==> src/rtl/syscall_read.sv <==
// rtl/syscall_read.sv - read-integer syscall: stalls the CPU until the confirm button, then writes switches to $v0
// Optional debounce filter on enter is built when SYSCALL_READ_DEBOUNCE_EN is defined.
module syscall_read #(
    parameter int          SW_WIDTH        = 16,
    parameter int          DEBOUNCE_CYCLES = 16,
    parameter logic [31:0] READ_CODE       = 32'd5
) (
    input  logic                clk,
    input  logic                rst,
    input  logic                syscall,
    input  logic [31:0]         v0,
    input  logic [SW_WIDTH-1:0] sw,
    input  logic                enter,
    output logic                stall,
    output logic                wb_en,
    output logic [4:0]          wb_addr,
    output logic [31:0]         wb_data,
    output logic [15:0]         read_count
);

    typedef enum logic [1:0] {IDLE, WAIT_REL, WAIT_PRESS, WRITE} state_t;

    state_t              state, state_next;
    logic [SW_WIDTH-1:0] sw_s1, sw_s2;
    logic                en_s1, en_s2;
    logic                db_level, db_prev;
    logic                req, capture;

    if (DEBOUNCE_CYCLES < 2 || DEBOUNCE_CYCLES > 65535) begin : g_bad_cfg
        $error("syscall_read: DEBOUNCE_CYCLES out of range 2..65535");
    end

    assign req     = syscall && (v0 == READ_CODE);
    assign wb_addr = 5'd2;

    always_ff @(posedge clk or posedge rst) begin
        if (rst) begin
            sw_s1   <= '0;
            sw_s2   <= '0;
            en_s1   <= 1'b0;
            en_s2   <= 1'b0;
            db_prev <= 1'b0;
        end else begin
            sw_s1   <= sw;
            sw_s2   <= sw_s1;
            en_s1   <= enter;
            en_s2   <= en_s1;
            db_prev <= db_level;
        end
    end

`ifdef SYSCALL_READ_DEBOUNCE_EN
    logic        db_q;
    logic [15:0] db_cnt;

    // Level flips only after a full run of disagreeing samples; any bounce restarts the run.
    always_ff @(posedge clk or posedge rst) begin
        if (rst) begin
            db_q   <= 1'b0;
            db_cnt <= '0;
        end else if (en_s2 != db_q) begin
            if (db_cnt == 16'(DEBOUNCE_CYCLES - 1)) begin
                db_q   <= en_s2;
                db_cnt <= '0;
            end else begin
                db_cnt <= db_cnt + 16'd1;
            end
        end else begin
            db_cnt <= '0;
        end
    end

    assign db_level = db_q;
`else
    assign db_level = en_s2;
`endif

    always_ff @(posedge clk or posedge rst) begin
        if (rst) begin
            state      <= IDLE;
            wb_data    <= '0;
            read_count <= '0;
        end else begin
            state <= state_next;
            if (capture) begin
                wb_data <= 32'($signed(sw_s2));
            end
            if (state == WRITE) begin
                read_count <= read_count + 16'd1;
            end
        end
    end

    always_comb begin
        state_next = state;
        stall      = 1'b0;
        wb_en      = 1'b0;
        capture    = 1'b0;
        case (state)
            IDLE: begin
                if (req) begin
                    stall      = 1'b1;
                    state_next = db_level ? WAIT_REL : WAIT_PRESS;
                end
            end
            // A press already held when the request arrived must be released first.
            WAIT_REL: begin
                stall = 1'b1;
                if (!db_level) begin
                    state_next = WAIT_PRESS;
                end
            end
            WAIT_PRESS: begin
                stall = 1'b1;
                if (db_level && !db_prev) begin
                    capture    = 1'b1;
                    state_next = WRITE;
                end
            end
            WRITE: begin
                wb_en      = 1'b1;
                state_next = IDLE;
            end
            default: state_next = IDLE;
        endcase
    end

endmodule

==> config.mk <==
export PLATFORM = sky130hd
export DESIGN_NAME = syscall_read
export DESIGN_NICKNAME = d
export VERILOG_FILES = /design/src/rtl/syscall_read.sv
export SDC_FILE = /design/constraint.sdc
export NUM_CORES = 1
export LEC_CHECK = 0
export BUFFER_PORTS_ARGS = -buffer_cell sky130_fd_sc_hd__buf_2
export CORE_UTILIZATION = 47
export CTS_CLUSTER_DIAMETER = 30
export DETAILED_ROUTE_END_ITERATION = 7
export GPL_ROUTABILITY_DRIVEN = 0
export PLACE_DENSITY = 0.77
export SLEW_MARGIN = 20
export SYNTH_ARGS = -nofsm -noshare
export SYNTH_HDL_FRONTEND = slang
export SYNTH_SLANG_ARGS = --single-unit
==> constraint.sdc <==
create_clock -name clk -period 2.2 [get_ports clk]
set_clock_uncertainty 0.1 [all_clocks]
set_input_delay 0.22 -clock clk [delete_from_list [all_inputs] [get_ports clk]]
set_output_delay 0.22 -clock clk [all_outputs]
set_load 0.005 [all_outputs]
==> results of run 1 <==
[cell families after synthesis]
family	after synthesis	share of synthesized area, %
other	2	0.2872
and+or+nand+nor	37	8.612
buffers and inverters	28	7.129
xor gates and xnor gates	15	5.024
muxes	21	9.043
AOI/OAI and AO/OA	3	1.005
DFF	69	66.03
adders and majority gates	6	2.871
[metal layers]
| layer | share of wire [%] | GRT usage [%] | vias to the layer above | wire [um] |
|---|---|---|---|---|
| li1 | - | - | 809 | - |
| met1 | 43 | 19.68 | 824 | 1900 |
| met2 | 50 | 27.93 | 73 | 2226 |
| met3 | 6.3 | 6.347 | 5 | 281 |
| met4 | 1.4 | 8.077 | 0 | 61 |
| met5 | 0 | 0 | - | 0 |
[Yosys cell counts, drive strengths merged]
master / n / share of area, %
xnor2: 11 / 3.7
nor3: 4 / 0.96
nor4bb: 1 / 0.38
mux2i: 3 / 1.1
conb: 2 / 0.29
xor2: 4 / 1.3
nand2b: 1 / 0.24
a22oi: 1 / 0.48
buf: 23 / 6.4
nand3: 6 / 1.1
ha: 6 / 2.9
nand4: 7 / 1.7
inv: 5 / 0.72
nand2: 6 / 0.86
o21ai: 1 / 0.33
and3: 1 / 0.24
mux2: 18 / 7.9
nand3b: 1 / 0.29
nor2: 4 / 0.57
nor4b: 1 / 0.57
a21oi: 1 / 0.19
nor4: 5 / 1.7
dfrtp: 69 / 66
[sequential cells by signal, summed over array words and instances, names as in the netlist]
register and cells:
read_count 16, sw_s1 16, en_s1 1, db_level 1, state 2, wb_data 16, db_prev 1, sw_s2 16
[power groups by stage]
| stage | combinational, mW | clock [mW] | sequential, mW |
|---|---|---|---|
| after global routing | 1.13 | 1.19 | 1.75 |
| after floorplan | 0.722 | 0 | 1.74 |
| after global placement | 0.993 | 0 | 1.72 |
| final | 1.03 | 1.11 | 1.71 |
| after CTS | 1.05 | 1.15 | 1.71 |
| after detailed placement | 1.02 | 0 | 1.74 |
[stage by stage]
step / util, % / std cells / power (mW) / hold slack (ps)
global route: 66.65 / 369 / 4.077 / 253.1
detailed placement: 58.93 / 335 / 2.756 / 82.54
global placement: 58.93 / 335 / 2.710 / 77.54
CTS: 66.65 / 369 / 3.903 / 250.3
finish: 66.65 / 369 / 3.849 / 247.3
floorplan: - / 184 / 2.459 / 151.4
[final cells by class]
class	count	area, um2	area share, %
timing repair buffer	122	720.7	20.65
multi-input combinational	87	713.2	20.43
tap	70	87.58	2.509
inverter	5	18.77	0.5376
clock inverter	6	86.33	2.473
clock buffer	10	137.6	3.943
sequential	69	1727	49.46
[worst paths after layout]
path,from,end,slack (ps),cells after the start
min,sw_s1[10],sw_s2[10],250,0
max reg2reg,state[1],read_count[15],400,5
max,state[1],read_count[15],400,5
min reg2reg,sw_s1[10],sw_s2[10],250,0
max in group asynchronous,rst,sw_s1[8],1150,4
min in group asynchronous,rst,read_count[9],280,3
==> impl_metrics.yaml, run 1 <==
die:
  top_level_ports: 107
  initial_utilization_pct: 49.93
  dieArea_um2: 5866
  dieWidth_um: 76.59
  core-area_um2: 5238
  rows: 26
  die_h_um: 76.59
logic_synthesis:
  mappedNetlistArea_um2: 2615
  ys_seq_area_share_pct: 66.03
  yosysUniqueCellTypes: 27
  syn_avg_cell_area_um2: 14.45
  yosysWarnings: 0
  netlist_instances: 181
  synth-seq-cells: 69
timing:
  setup_tns_ps: 0
  fmax_ghz: 0.5547
  slew_viol_final: 0
  fin_crit_ps: 1803
  finalSetupViolCount: 0
  rsz0062_at_grt: "no"
  final-hold-violation-count: 0
  post-route-period-util_pct: 81.95
  fin_ws_ps: 397.1
clock_network:
  clock-sinks: 69
  insertion_delay_ps: 340
  cts_setup_buffers: 0
  clk_path_buf_depth: 2
  post_cts_resized: 0
  cts_buffers: 9
  htree_levels: 3
  clkSlewWorstSetupHoldPaths_ps: 70
  cts_tree: "yes"
  cts.root.buffer_cell: "clkbuf_8"
  cts_hold_buf: 18
cells_and_area:
  fin_nets: 352
  finalInstanceArea_um2: 3491
  syn_to_final_growth_pct: 33.49
  fill_cells: 396
  drive_above_1_share_pct: 48.49
  layout_commonest_cell: "buf_2"
  final_cell_mix: "101 x buf_2, 69 x dfrtp_1, 18 x dlygate4sd3_1"
  n_antenna_cell: 0
power_and_ir_drop:
  ir_drop_uv: 766.2
  p_int_mw: 2.786
  leakagePower_nw: 1.744
  powerDensity_nw_per_um2: 1103
  seq_power_share_pct: 44.4
  p_switching_mw: 1.064
  swShare_pct: 27.64
  clkPwrFrac_pct: 28.9
  comb_power_share_pct: 26.7
critical_path:
  crit_type: "register to register"
  critPathSlowestCell: "dfrtp_1"
  cp_data_arrival_time_ps: 1930
  critPathTopFamily: "simple AND/OR/NAND/NOR gates"
  cp-end-kind: "register"
  cpPeakStageDelay_ps: 400
  cp.required_ps: 2330
  start_kind: "register"
  path_max_fanout: 8
  path_cells: "ha_1 > nand3_1 > nor3_1 > nand4_1 > xnor2_1"
  path_buf_inv: 0
detailed_routing:
  ant_nets: 0
  wirelength_um: 4470
  drt-initial-drc-count: 34
  drt-vias-per-instance: 4.637
  wl_per_cell_um: 12.11
  drc_errors: 0
  vias: 1711
  dr.pass1.iters: 4
place:
  place_area_um2: 3087
  pre_cts_ws_ps: 442.2
  portBuffers: 101
  hpwl_um: 3127
global_routing:
  antenna_found_initial: 0
  grt_max_degree: 37
  globalRouteOverflowTotal: 0
  track_usage_pct: 17.01
  grt_pass1_vias: 1641
  grt_pass1_wl_um: 7479
run_status:
  status: "finished, final reports clean"
min_path:
  hp-class: "register to register"
flow_run:
  cap_violations: 0
(Power assumes the default switching activity.)
==> inputs of run 2 (changes only) <==
==> constraint.sdc (replaced) <==
create_clock -name clk -period 1.85 [get_ports clk]
set_clock_uncertainty 0.1 [all_clocks]
set_input_delay 0.185 -clock clk [delete_from_list [all_inputs] [get_ports clk]]
set_output_delay 0.185 -clock clk [all_outputs]
set_load 0.005 [all_outputs]
==> run 2 against run 1 <==
Compared with the run above:
- die area unchanged
- critical path type is now register to output pin
- sequential power grew 19%
- core utilization increased by 0.48 points
- final cell count stayed put
==> impl_metrics.yaml, run 2 (synthesis results as in run 1) <==
cells_and_area:
  syn_to_final_growth_pct: 34.45
  n_antenna_cell: 0
  layout_commonest_cell: "buf_2"
  drive_above_1_share_pct: 48.49
  regArea_um2: 1727
  finalInstanceArea_um2: 3516
  multiInputGateArea_um2: 713.2
  final_cell_mix: "101 x buf_2, 69 x dfrtp_1, 18 x dlygate4sd3_1"
  fin_nets: 352
  fill_cells: 384
critical_path:
  crit_type: "register to output pin"
  ff2ff_path_depth: 5
  rrSetupSlack_ps: 210
  cp-end-kind: "output pin"
  cp_data_arrival_time_ps: 1400
  path_max_fanout: 4
  start_kind: "register"
  reg2reg_to: "read_count[12]"
  cp.required_ps: 1560
  regToRegStartpoint: "state[1]"
place:
  hpwl_um: 3060
  place_area_um2: 3103
  portBuffers: 101
timing:
  setup_tns_ps: 0
  rsz0062_at_grt: "no"
  final-hold-violation-count: 0
  fmax_ghz: 0.5933
  post-route-period-util_pct: 91.10
  finalSetupViolCount: 0
  fin_crit_ps: 1685
  slew_viol_final: 0
detailed_routing:
  dr.pass1.iters: 4
  wirelength_um: 4477
  ant_nets: 0
  drt-initial-drc-count: 44
  drc_errors: 0
  dr_wl_met2_um: 2265
  drt-vias-per-instance: 4.667
  vias: 1722
  wl_met1_um: 1878
  maxUsedRoutingLayer: "met4"
  wl_per_cell_um: 12.13
  route.met3.wl_um: 259
power_and_ir_drop:
  p_switching_mw: 1.282
  ir_drop_uv: 876.1
  powerDensity_nw_per_um2: 1324
  leakagePower_nw: 1.751
  seq_power_share_pct: 43.7
  p_int_mw: 3.374
  clkPwrFrac_pct: 29.3
  comb_power_share_pct: 27.0
  swShare_pct: 27.53
die:
  top_level_ports: 107
  rows: 26
  core-area_um2: 5238
  dieArea_um2: 5866
  initial_utilization_pct: 49.93
  dieWidth_um: 76.59
  die_h_um: 76.59
min_path:
  holdPathEnd: "sw_s2[10]"
  hp-class: "register to register"
  hold_depth: 0
  min_from: "sw_s1[10]"
clock_network:
  clkSlewWorstSetupHoldPaths_ps: 70
  htree_levels: 3
  insertion_delay_ps: 330
  cts_tree: "yes"
  post_cts_resized: 0
  clock-sinks: 69
  cts.root.buffer_cell: "clkbuf_8"
  clk_path_buf_depth: 2
  cts_buffers: 9
global_routing:
  antenna_found_initial: 0
  grt_pass1_vias: 1798
  track_usage_pct: 17.06
  globalRouteOverflowTotal: 0
  grt_pass1_wl_um: 7721
  grt_max_degree: 70
run_status:
  status: "finished, final reports clean"
flow_run:
  cap_violations: 0
==> run 2: changes by cell type in the layout (fill, tap and decap cells not counted) <==
| cell | before | now |
|---|---|---|
| clkbuf_8 | 10 | 11 |
| clkinv_2 | 2 | 1 |
| inv_6 | 0 | 1 |
| clkinvlp_4 | 1 | 2 |
| inv_2 | 1 | 0 |
| buf_4 | 2 | 1 |
| buf_12 | 1 | 2 |
| clkinv_4 | 1 | 0 |
==> run 2: worst max-delay path: stages (launching register included) <==
cell and delay, ps:
dfrtp_1 390, inv_1 100, ha_1 280, inv_1 50, a21oi_1 120, buf_2 130
==> run 2: worst max path at each step <==
stage | depth (start not counted) | to | startpoint | slack, ps
2_1_floorplan | 5 | wb_data[0] | state[0] | 150
4_1_cts | 5 | stall | state[1] | 140
3_3_place_gp | 7 | stall | v0[3] | 190
5_1_grt | 5 | stall | state[1] | 40
3_5_place_dp | 7 | stall | v0[1] | 220
6_report | 5 | stall | state[1] | 160
==> run 2: layout make-up <==
cell class | count | share of cell area (%)
sequential | 69 | 49.11
timing repair buffer | 122 | 20.85
multi-input combinational | 87 | 20.28
clock buffer | 11 | 4.306
tap | 70 | 2.491
clock inverter | 5 | 2.313
inverter | 5 | 0.6406
==> run 2: what timing repair did <==
item	4_1_cts	5_1_grt
hold endpoints to repair	86	0
hold buffers	18	0
setup buffers	0	0
==> run 2: power by group through the flow <==
stage	Clock, mW	Combinational, mW	Sequential, mW
2_1_floorplan	0	0.859	2.07
3_3_place_gp	0	1.21	2.04
3_5_place_dp	0	1.24	2.06
4_1_cts	1.41	1.28	2.04
5_1_grt	1.48	1.39	2.08
6_report	1.36	1.26	2.04
==> run 2: routing by layer <==
layer | up-vias | GRT usage, %
met5 | - | 0
met3 | 11 | 6.707
li1 | 814 | -
met2 | 70 | 30.45
met4 | 0 | 6.154
met1 | 827 | 18.15
==> run 2: per-stage QoR <==
stage | std cells | setup WS [ps] | utilization, % | power (mW) | hold slack [ps]
final | 369 | 164.6 | 67.13 | 4.656 | 246.9
after global routing | 369 | 42.12 | 67.13 | 4.950 | 251.2
after CTS | 369 | 138.1 | 67.13 | 4.726 | 246.4
after detailed placement | 335 | 222.5 | 59.25 | 3.304 | 194.8
after global placement | 335 | 191.2 | 59.25 | 3.255 | 192.3
after floorplan | 184 | 151.1 | - | 2.925 | 116.4
